**config.mk**
```make
export PLATFORM = sky130hd
export DESIGN_NAME = mem_wb_stage_flat
export DESIGN_NICKNAME = d
export VERILOG_FILES = /design/src/rtl/mem_wb_stage_pkg.sv /design/src/rtl/mem_wb_stage_if.sv /design/src/rtl/mem_wb_stage_load_extend.sv /design/src/rtl/mem_wb_stage.sv /design/src/flat_wrapper.sv
export SDC_FILE = /design/constraint.sdc
export NUM_CORES = 1
export LEC_CHECK = 0
export CORE_ASPECT_RATIO = 0.9
export CORE_UTILIZATION = 30
export CTS_CLUSTER_SIZE = 8
export DETAILED_ROUTE_END_ITERATION = 6
export MAX_ROUTING_LAYER = met4
export PLACE_DENSITY = 0.68
export RECOVER_POWER = 100
export SYNTH_ARGS = -nofsm -noshare
export SYNTH_HDL_FRONTEND = slang
export SYNTH_HIERARCHICAL = 1
export SYNTH_SLANG_ARGS = --single-unit
```
**constraint.sdc**
```tcl
create_clock -name clk -period 3.26 [get_ports clk]
set_input_delay 0.652 -clock clk [delete_from_list [all_inputs] [get_ports clk]]
set_output_delay 0.652 -clock clk [all_outputs]
set_load 0.02 [all_outputs]
```
**src/rtl/mem_wb_stage_pkg.sv**
```systemverilog
// mem_wb_stage shared types and constants.
// Opcodes, funct3 codes, MMIO offsets and the MEM->WB bundle.
package mem_wb_stage_pkg;

  localparam int unsigned XLEN = 32;

  localparam logic [6:0] OP_LOAD   = 7'b0000011;
  localparam logic [6:0] OP_STORE  = 7'b0100011;
  localparam logic [6:0] OP_BRANCH = 7'b1100011;
  localparam logic [6:0] OP_JAL    = 7'b1101111;
  localparam logic [6:0] OP_JALR   = 7'b1100111;
  localparam logic [6:0] OP_SYSTEM = 7'b1110011;
  localparam logic [6:0] OP_IMM    = 7'b0010011;
  localparam logic [6:0] OP_REG    = 7'b0110011;
  localparam logic [6:0] OP_LUI    = 7'b0110111;
  localparam logic [6:0] OP_AUIPC  = 7'b0010111;

  localparam logic [2:0] F3_B  = 3'b000;
  localparam logic [2:0] F3_H  = 3'b001;
  localparam logic [2:0] F3_W  = 3'b010;
  localparam logic [2:0] F3_BU = 3'b100;
  localparam logic [2:0] F3_HU = 3'b101;

  localparam logic [7:0] MMIO_CTRL = 8'h00;
  localparam logic [7:0] MMIO_RX   = 8'h04;
  localparam logic [7:0] MMIO_TX   = 8'h08;
  localparam logic [7:0] MMIO_CYC  = 8'h10;
  localparam logic [7:0] MMIO_INST = 8'h14;
  localparam logic [7:0] MMIO_CRST = 8'h18;

  localparam logic [XLEN-1:0] INST_NOP = 32'h0000_0013;

  typedef enum logic [1:0] {
    SRC_NONE,
    SRC_DMEM,
    SRC_BIOS,
    SRC_MMIO
  } rd_src_e;

  typedef struct packed {
    logic            valid;
    logic [XLEN-1:0] inst;
    logic [XLEN-1:0] pc4;
    logic [XLEN-1:0] alu;
    logic [1:0]      boff;
    rd_src_e         src;
    logic [XLEN-1:0] mmio_rdata;
    logic            misaligned;
  } mem_wb_t;

  localparam mem_wb_t WB_RST = '{
    valid:      1'b0,
    inst:       INST_NOP,
    pc4:        '0,
    alu:        '0,
    boff:       2'b00,
    src:        SRC_NONE,
    mmio_rdata: '0,
    misaligned: 1'b0
  };

  function automatic logic has_rd(input logic [6:0] op);
    return (op == OP_LOAD) | (op == OP_IMM)
         | (op == OP_REG)  | (op == OP_LUI)
         | (op == OP_AUIPC)| (op == OP_JAL)
         | (op == OP_JALR);
  endfunction

endpackage

```
**src/rtl/mem_wb_stage_if.sv**
```systemverilog
// mem_wb_stage memory and UART bus.
// master = the stage, slave = memories and UART.
interface mem_wb_stage_if;
  logic [13:0] mem_addr;
  logic [31:0] mem_wdata;
  logic [3:0]  dmem_we;
  logic [3:0]  imem_we;
  logic [31:0] dmem_dout;
  logic [31:0] bios_dout;
  logic [7:0]  uart_tx_data_in;
  logic        uart_tx_data_in_valid;
  logic        uart_tx_data_in_ready;
  logic [7:0]  uart_rx_data_out;
  logic        uart_rx_data_out_valid;
  logic        uart_rx_data_out_ready;

  modport master (
    output mem_addr, mem_wdata,
    output dmem_we, imem_we,
    output uart_tx_data_in,
    output uart_tx_data_in_valid,
    output uart_rx_data_out_ready,
    input  dmem_dout, bios_dout,
    input  uart_tx_data_in_ready,
    input  uart_rx_data_out,
    input  uart_rx_data_out_valid
  );

  modport slave (
    input  mem_addr, mem_wdata,
    input  dmem_we, imem_we,
    input  uart_tx_data_in,
    input  uart_tx_data_in_valid,
    input  uart_rx_data_out_ready,
    output dmem_dout, bios_dout,
    output uart_tx_data_in_ready,
    output uart_rx_data_out,
    output uart_rx_data_out_valid
  );
endinterface

```
**src/rtl/mem_wb_stage_load_extend.sv**
```systemverilog
// Load alignment: shift raw word to the byte offset,
// then sign- or zero-extend by funct3.
module mem_wb_stage_load_extend
  import mem_wb_stage_pkg::*;
(
  input  logic [2:0]      funct3,
  input  logic [1:0]      boff,
  input  logic [XLEN-1:0] raw,
  output logic [XLEN-1:0] data
);

  logic [XLEN-1:0] sh;

  assign sh = raw >> {boff, 3'b000};

  // extend the selected byte/half to a full word
  always_comb begin
    data = sh;
    unique case (funct3)
      F3_B:    data = {{24{sh[7]}}, sh[7:0]};
      F3_H:    data = {{16{sh[15]}}, sh[15:0]};
      F3_BU:   data = {24'b0, sh[7:0]};
      F3_HU:   data = {16'b0, sh[15:0]};
      F3_W:    data = sh;
      default: data = sh;
    endcase
  end

endmodule

```
**src/rtl/mem_wb_stage.sv**
```systemverilog
// MEM: address decode, store lanes, MMIO, counters.
// WB: load align/extend and writeback select.
module mem_wb_stage
  import mem_wb_stage_pkg::*;
#(
  parameter int unsigned DWIDTH    = XLEN,
  parameter logic [31:0] MMIO_BASE = 32'h8000_0000,
  parameter int unsigned CNT_WIDTH = 32
) (
  input  logic              clk,
  input  logic              rst_n,
  input  logic              valid_mem,
  input  logic [DWIDTH-1:0] inst_mem,
  input  logic [DWIDTH-1:0] pc_mem,
  input  logic [DWIDTH-1:0] alu_mem,
  input  logic [DWIDTH-1:0] store_data_mem,
  mem_wb_stage_if.master    bus,
  output logic [DWIDTH-1:0] inst_wb,
  output logic              wb_we,
  output logic [4:0]        wb_rd,
  output logic [DWIDTH-1:0] wb_data,
  output logic              misaligned
);

  localparam logic [3:0] MMIO_RGN = MMIO_BASE[31:28];

  logic [6:0] op;
  logic [1:0] sz;
  logic [1:0] boff;
  logic [3:0] rgn;
  logic [7:0] off;

  assign op   = inst_mem[6:0];
  assign sz   = inst_mem[13:12];
  assign boff = alu_mem[1:0];
  assign rgn  = alu_mem[31:28];
  assign off  = alu_mem[7:0];

  logic unused_ok;
  assign unused_ok = ^alu_mem[27:16];

  logic go, is_ld, is_st;
  logic mis_a, ld_ok, st_ok;
  logic in_dmem, in_imem;
  logic in_bios, in_mmio;

  assign go      = valid_mem & rst_n;
  assign is_ld   = go & (op == OP_LOAD);
  assign is_st   = go & (op == OP_STORE);
  assign in_dmem = (rgn == 4'b0001)
                 | (rgn == 4'b0011);
  assign in_imem = (rgn[3:1] == 3'b001);
  assign in_bios = (rgn == 4'b0100);
  assign in_mmio = (rgn == MMIO_RGN);

  // alignment rule by access size
  always_comb begin
    mis_a = 1'b0;
    unique case (sz)
      2'b01:   mis_a = boff[0];
      2'b10:   mis_a = |boff;
      default: mis_a = 1'b0;
    endcase
  end

  assign misaligned = (is_ld | is_st) & mis_a;
  assign ld_ok      = is_ld & ~mis_a;
  assign st_ok      = is_st & ~mis_a;

  logic [3:0] lane;

  // byte lanes touched by the store
  always_comb begin
    lane = 4'b0000;
    unique case (sz)
      2'b00:   lane = 4'b0001 << boff;
      2'b01:   lane = 4'b0011 << boff;
      2'b10:   lane = 4'b1111;
      default: lane = 4'b0000;
    endcase
  end

  assign bus.mem_addr  = alu_mem[15:2];
  assign bus.mem_wdata =
    store_data_mem << {boff, 3'b000};
  assign bus.dmem_we =
    (st_ok & in_dmem) ? lane : 4'b0000;
  assign bus.imem_we =
    (st_ok & in_imem & pc_mem[30])
      ? lane : 4'b0000;

  logic mmio_st, mmio_ld, cnt_clr;

  assign mmio_st = st_ok & in_mmio;
  assign mmio_ld = ld_ok & in_mmio;
  assign cnt_clr = mmio_st & (off == MMIO_CRST);

  assign bus.uart_tx_data_in =
    store_data_mem[7:0];
  assign bus.uart_tx_data_in_valid =
    mmio_st & (off == MMIO_TX);
  assign bus.uart_rx_data_out_ready =
    mmio_ld & (off == MMIO_RX);

  logic [CNT_WIDTH-1:0] cycle_q;
  logic [CNT_WIDTH-1:0] instret_q;
  mem_wb_t              wb_q;

  // counters; a software clear wins over the increment
  always_ff @(posedge clk or negedge rst_n) begin
    if (!rst_n) begin
      cycle_q   <= '0;
      instret_q <= '0;
    end else if (cnt_clr) begin
      cycle_q   <= '0;
      instret_q <= '0;
    end else begin
      cycle_q   <= cycle_q + CNT_WIDTH'(1);
      instret_q <= instret_q
                 + CNT_WIDTH'(wb_q.valid);
    end
  end

  logic [XLEN-1:0] mmio_rd;

  // MMIO read mux, sampled into WB
  always_comb begin
    mmio_rd = '0;
    unique case (off)
      MMIO_CTRL: mmio_rd = {30'b0,
        bus.uart_rx_data_out_valid,
        bus.uart_tx_data_in_ready};
      MMIO_RX:   mmio_rd = {24'b0,
        bus.uart_rx_data_out};
      MMIO_CYC:  mmio_rd = XLEN'(cycle_q);
      MMIO_INST: mmio_rd = XLEN'(instret_q);
      default:   mmio_rd = '0;
    endcase
  end

  rd_src_e src;

  // which read port feeds the WB load
  always_comb begin
    src = SRC_NONE;
    unique case (1'b1)
      in_mmio: src = SRC_MMIO;
      in_bios: src = SRC_BIOS;
      in_dmem: src = SRC_DMEM;
      default: src = SRC_NONE;
    endcase
  end

  mem_wb_t wb_d;

  assign wb_d = '{
    valid:      valid_mem,
    inst:       inst_mem,
    pc4:        pc_mem + 32'd4,
    alu:        alu_mem,
    boff:       boff,
    src:        src,
    mmio_rdata: mmio_rd,
    misaligned: misaligned
  };

  // MEM->WB pipeline register
  always_ff @(posedge clk or negedge rst_n) begin
    if (!rst_n) wb_q <= WB_RST;
    else        wb_q <= wb_d;
  end

  logic [6:0]      op_wb;
  logic [XLEN-1:0] raw;
  logic [XLEN-1:0] ld_data;

  assign op_wb = wb_q.inst[6:0];

  // pick the read word that matches the load region
  always_comb begin
    raw = '0;
    unique case (wb_q.src)
      SRC_DMEM: raw = bus.dmem_dout;
      SRC_BIOS: raw = bus.bios_dout;
      SRC_MMIO: raw = wb_q.mmio_rdata;
      default:  raw = '0;
    endcase
  end

  mem_wb_stage_load_extend u_ext (
    .funct3 (wb_q.inst[14:12]),
    .boff   (wb_q.boff),
    .raw    (raw),
    .data   (ld_data)
  );

  assign inst_wb = wb_q.inst;
  assign wb_rd   = wb_q.inst[11:7];

  // writeback data select
  always_comb begin
    wb_data = wb_q.alu;
    unique case (1'b1)
      op_wb == OP_LOAD:
        wb_data = ld_data;
      (op_wb == OP_JAL) | (op_wb == OP_JALR):
        wb_data = wb_q.pc4;
      default:
        wb_data = wb_q.alu;
    endcase
  end

  assign wb_we = wb_q.valid & has_rd(op_wb)
               & (|wb_rd) & ~wb_q.misaligned;

endmodule

```
**src/flat_wrapper.sv**
```systemverilog
// flat-port wrapper written by rule: the top's interface ports become plain ports
module mem_wb_stage_flat import mem_wb_stage_pkg::*;
#(
  parameter int unsigned DWIDTH    = XLEN,
  parameter logic [31:0] MMIO_BASE = 32'h8000_0000,
  parameter int unsigned CNT_WIDTH = 32
)
  (clk, rst_n, valid_mem, inst_mem, pc_mem, alu_mem, store_data_mem, inst_wb, wb_we, wb_rd, wb_data, misaligned, bus_mem_addr, bus_mem_wdata, bus_dmem_we, bus_imem_we, bus_uart_tx_data_in, bus_uart_tx_data_in_valid, bus_uart_rx_data_out_ready, bus_dmem_dout, bus_bios_dout, bus_uart_tx_data_in_ready, bus_uart_rx_data_out, bus_uart_rx_data_out_valid);
  mem_wb_stage_if bus_i ();
  input  logic clk;
  input  logic rst_n;
  input  logic valid_mem;
  input  logic [DWIDTH-1:0] inst_mem;
  input  logic [DWIDTH-1:0] pc_mem;
  input  logic [DWIDTH-1:0] alu_mem;
  input  logic [DWIDTH-1:0] store_data_mem;
  output logic [DWIDTH-1:0] inst_wb;
  output logic wb_we;
  output logic [4:0] wb_rd;
  output logic [DWIDTH-1:0] wb_data;
  output logic misaligned;
  output wire logic [$bits(bus_i.mem_addr)-1:0] bus_mem_addr;
  output wire logic [$bits(bus_i.mem_wdata)-1:0] bus_mem_wdata;
  output wire logic [$bits(bus_i.dmem_we)-1:0] bus_dmem_we;
  output wire logic [$bits(bus_i.imem_we)-1:0] bus_imem_we;
  output wire logic [$bits(bus_i.uart_tx_data_in)-1:0] bus_uart_tx_data_in;
  output wire logic [$bits(bus_i.uart_tx_data_in_valid)-1:0] bus_uart_tx_data_in_valid;
  output wire logic [$bits(bus_i.uart_rx_data_out_ready)-1:0] bus_uart_rx_data_out_ready;
  input wire logic [$bits(bus_i.dmem_dout)-1:0] bus_dmem_dout;
  input wire logic [$bits(bus_i.bios_dout)-1:0] bus_bios_dout;
  input wire logic [$bits(bus_i.uart_tx_data_in_ready)-1:0] bus_uart_tx_data_in_ready;
  input wire logic [$bits(bus_i.uart_rx_data_out)-1:0] bus_uart_rx_data_out;
  input wire logic [$bits(bus_i.uart_rx_data_out_valid)-1:0] bus_uart_rx_data_out_valid;
  assign bus_mem_addr = bus_i.mem_addr;
  assign bus_mem_wdata = bus_i.mem_wdata;
  assign bus_dmem_we = bus_i.dmem_we;
  assign bus_imem_we = bus_i.imem_we;
  assign bus_uart_tx_data_in = bus_i.uart_tx_data_in;
  assign bus_uart_tx_data_in_valid = bus_i.uart_tx_data_in_valid;
  assign bus_uart_rx_data_out_ready = bus_i.uart_rx_data_out_ready;
  assign bus_i.dmem_dout = bus_dmem_dout;
  assign bus_i.bios_dout = bus_bios_dout;
  assign bus_i.uart_tx_data_in_ready = bus_uart_tx_data_in_ready;
  assign bus_i.uart_rx_data_out = bus_uart_rx_data_out;
  assign bus_i.uart_rx_data_out_valid = bus_uart_rx_data_out_valid;
  mem_wb_stage #(.DWIDTH(DWIDTH), .MMIO_BASE(MMIO_BASE), .CNT_WIDTH(CNT_WIDTH)) u_core (.clk(clk), .rst_n(rst_n), .valid_mem(valid_mem), .inst_mem(inst_mem), .pc_mem(pc_mem), .alu_mem(alu_mem), .store_data_mem(store_data_mem), .bus(bus_i), .inst_wb(inst_wb), .wb_we(wb_we), .wb_rd(wb_rd), .wb_data(wb_data), .misaligned(misaligned));
endmodule
```
==> results.txt <==
Of the post-synthesis cell area, the part taken by muxes is 0.09992. The endpoint identified for the worst register-to-register timing path is u_core/cycle_q[31]. The count of standard-cell rows is 65. The floorplan step set the die width to 201.5 um. Clock tree synthesis selected as its root buffer the cell clkbuf_16.

The final cell utilization of the core is 0.4522. The die outline area came out at 36580 um2. The compound-gate portion of the synthesized area came to 0.09514. The hold slack came out at 0.4471 ns. The worst register-to-register path has a setup slack of 1.13 ns. The path length in cells of the critical path is 11. In the finished design, the share of the clock period the worst path needs comes to 1.072.

The final setup skew is 0.009685 ns. The first TritonRoute pass finished after 5 iterations. The total nets after synthesis is 1320.

The worst path buffer plus inverter count is 3. The static leakage came out at 0.006796 uW. The final-report hold violation count came out at 0.

Of the total power, combinational logic draws 0.252. The power density over the cells is 422.5 nW/um2. The pre-CTS setup slack came out at -0.7713 ns. For this run, the top clock speed supported by timing is 286.3 MHz. The clock reaches the later pin of the worst-skew pair after 0.44 ns. The global-route wire length before repair came out at 56.76 mm. The cell occurring most often along the worst timing path is buf_6. The final layout contains routed wiring with a total length of 36.95 mm.

The largest vdd supply drop is 0.3084 mV. The number of buffers between clock root and the deepest sink came out at 2. Of the total synthesized cell area, the portion taken by full adders, half adders and majority gates is 0.006987. The per-instance average area after synthesis came out at 9.688 um2. The critical path arrival is 2.84 ns. For the worst flop-to-flop path, the logic depth is 4. The number of clock buffers added by TritonCTS is 17. Of the total power, the share spent switching nets is 0.3169. The clock network fraction of total power is 0.315. Setup repair after global routing could not meet its margin everywhere.

The fraction of final layout cells sized beyond drive strength 1 is 0.2094. The largest fanout on the critical path came out at 7. The unique cell type count in the Yosys netlist is 51. The final reports fail on capacitance limit, slew limit, setup timing. The type of the most critical hold path is input pin to flop. The library cell used most frequently in the layout, excluding fill and tap cells, is dfrtp_1.

The post-synthesis sequential element count came out at 196. The height of the die came out at 181.5 um. The largest net degree at the start of global routing is 163. The congestion estimate from routability-driven global placement came to 0.8749. Along the worst hold path, the cell count comes to 1. The total area inside the core boundary comes to 35130 um2.

The top cell types in the final layout, fill and taps aside, are dfrtp_1, clkdlybuf4s50_1, nor2_1, dlygate4sd3_1, nand2_1. The final net count came out at 1664. In this run the critical register-to-register path is launched from u_core/cycle_q[8].

The initial antenna violation count is 3. The total DRC errors in the routed layout came out at 0. The family with the most delay on the worst path is buffers and inverters. The combined global-route utilization of all metal layers is 0.2090. The setup path with the least slack is of type input pin to output pin. For the pin with the worst max-slew slack, the measured transition is 2.047 ns. The final number of setup-violating endpoints came out at 38. The synthesized-area fraction occupied by and/or/nand/nor cells came out at 0.1995.

The sequential share of power came out at 0.433. Of the post-synthesis cell area, the dominant cell type holds 0.4495. The worst setup path is captured at an output pin. TritonCTS built the clock tree.

The largest family of logic cells by synthesized area is simple AND/OR/NAND/NOR gates. The number of maximum-capacitance violations came out at 1. From synthesis to final layout, the design area changed by 47.86%.

The residual antenna-violating net count after detailed routing came out at 0. Counting the fill cells in the layout gives 3402. The initial detailed-routing violation count is 611. The sequential-to-total area share from yosys stat came out at 0.4569. After clock tree synthesis, the clock-pin slew on the worst setup and hold paths is 0.08 ns. Of the total synthesized cell area, the portion taken by XOR and XNOR cells is 0.07092. In the final routed layout, each cell accounts on average for 19.06 um.

The total number of yosys warnings is 6. The switching power came out at 2127 uW. Walking the worst path, the cells encountered are clkdlybuf4s50_1 -> mux2_4 -> a22o_4 -> mux2i_4 -> mux2i_1 -> o211ai_2 -> buf_6 -> o21ai_2 -> a22oi_2 -> nand2_1 -> buf_6. For this design, the slowest cell found on the critical path is clkdlybuf4s50_1. In this run the worst setup path terminates at wb_data[18]. The internal power of the cells totals 4584 uW.

The maximum level of the CTS H-tree came out at 4. The smallest clock period supported by the final layout is computed as 3.493 ns. The flow ran to the end, but the final reports show violations.

Summed over all instances, the cell type with the most area after synthesis is dfrtp_1. The peak per-stage delay on the critical path came out at 0.41 ns. The global route total overflow is 0.

The number of global-route vias before repair is 9761. The HPWL after detailed placement is 28.26 mm. The max-slew violation total from the final report came out at 35. The final critical-path setup slack is -0.2331 ns.

Headroom to the max-slew limit came out at -0.3649. The post-detailed-placement cell area came out at 14790 um2. The critical path starts at bus_dmem_dout[23]. The effective utilization at floorplan is 0.3058. In the routed layout, each cell is associated on average with a via count of 4.853. The clock sink count came out at 196. The total number of vias came out at 9406. The netlist area before placement came out at 10740 um2. The number of I/O pins is 340. The final design area excluding fillers is 15890 um2. At the worst endpoint, the required time is 2.61 ns.

The critical path startpoint category is an input pin. In this run the tool buffered the top-level ports with 339 buffer cells. Counting every instance in the synthesized netlist gives 1109. Ranked by total cell area, the synthesized netlist is headed by dfrtp_1, mux2i_1, nor2_1.
## metrics by stage
| stage | total power, uW | setup TNS, ns | cells |
|---|---|---|---|
| final | 6711 | -5.339 | 1938 |
| after global placement | 4555 | -23.91 | 1892 |
| after floorplan | 3781 | 0 | 1109 |
| after global routing | 7076 | -12.12 | 1938 |
| after detailed placement | 4596 | -25.96 | 1892 |
| after CTS | 6798 | -5.995 | 1935 |
## power groups by stage
stage	Combinational (uW)	Clock (uW)	Sequential, uW
after CTS	1710	2180	2900
after global placement	1620	0	2930
after detailed placement	1650	0	2950
after global routing	1840	2290	2940
final	1690	2110	2910
after floorplan	908	0	2870
## metal layers
| layer | up-vias | GRT usage | part of all wire |
|---|---|---|---|
| met5 | - | - | 0 |
| met4 | 0 | 0.05485 | 0.020 |
| met3 | 34 | 0.03930 | 0.050 |
| met2 | 284 | 0.3244 | 0.47 |
| met1 | 4624 | 0.2793 | 0.46 |
| li1 | 4464 | - | - |
## worst min-delay path by stage
| stage | to | slack, ns | startpoint |
|---|---|---|---|
| 6_report | u_core/inst_wb[4] | 0.45 | inst_mem[4] |
| 3_5_place_dp | u_core/wb_q[32] | 0.53 | u_core/cycle_q[31] |
| 3_3_place_gp | u_core/wb_q[32] | 0.53 | u_core/cycle_q[31] |
| 5_1_grt | u_core/inst_wb[4] | 0.43 | inst_mem[4] |
| 4_1_cts | u_core/wb_q[5] | 0.31 | rst_n |
| 2_1_floorplan | u_core/cycle_q[0] | 0.36 | rst_n |
## kinds of logic after synthesis
logic type      after synthesis
simple gates                450
flops                       196
fa+ha+maj                     6
mux                         100
compound gates              141
buf+inv                     129
xor+xnor                     87
## worst register-to-register path, delay by kind of cell, from the launching register on
family | cells | cell delay (ns)
compound gates | 1 | 0.15
simple gates | 3 | 1.44
flops | 1 | 0.45
## Yosys cell counts, drive strengths merged
cell type    n
nand2      123
nand3b       2
and2        16
nor3b        1
nand4b       1
nand3       40
nor3        15
xnor2       39
or4          9
or2          8
inv         14
a311oi       1
nor2b       22
clkbuf      39
mux2i       60
a22o        32
a21o         1
a21oi       19
or3          3
nor4b        1
a22oi       38
and3         8
o21bai       1
buf         76
ha           6
nor4         8
a211oi      22
mux2        38
nor4bb       1
a21boi       3
nor2       152
nand2b       6
and4         7
o31ai        2
xor2        48
nand4       27
dfstp        3
dfrtp      193
mux4         2
o21ai       21
o211ai       1
## repair_timing
action / 4_1_cts / 5_1_grt
buffers inserted: 11 / 3
cloned: 1 / 0
gates resized for setup: 312 / 44
setup endpoints to repair: 59 / 46
pin swaps: 62 / 42
hold buffers: 0 / 0
## registers in the layout, summed over array words and instances, names as in the netlist
name	flops
u_core/cycle_q	32
u_core/inst_wb	32
u_core/instret_q	32
u_core/wb_q	100
## cell type report
type / instances / area [um2] / area share
Antenna cell: 3 / 7.507 / 0.0004726
Clock buffer: 19 / 442.9 / 0.02788
Clock inverter: 13 / 136.4 / 0.008585
Inverter: 14 / 52.55 / 0.003308
Multi-Input combinational cell: 784 / 5599 / 0.3524
Sequential cell: 196 / 4908 / 0.3090
Tap cell: 469 / 586.8 / 0.03694
Timing Repair Buffer: 440 / 4153 / 0.2614
Note: power is estimated with default switching activity, not from simulation.
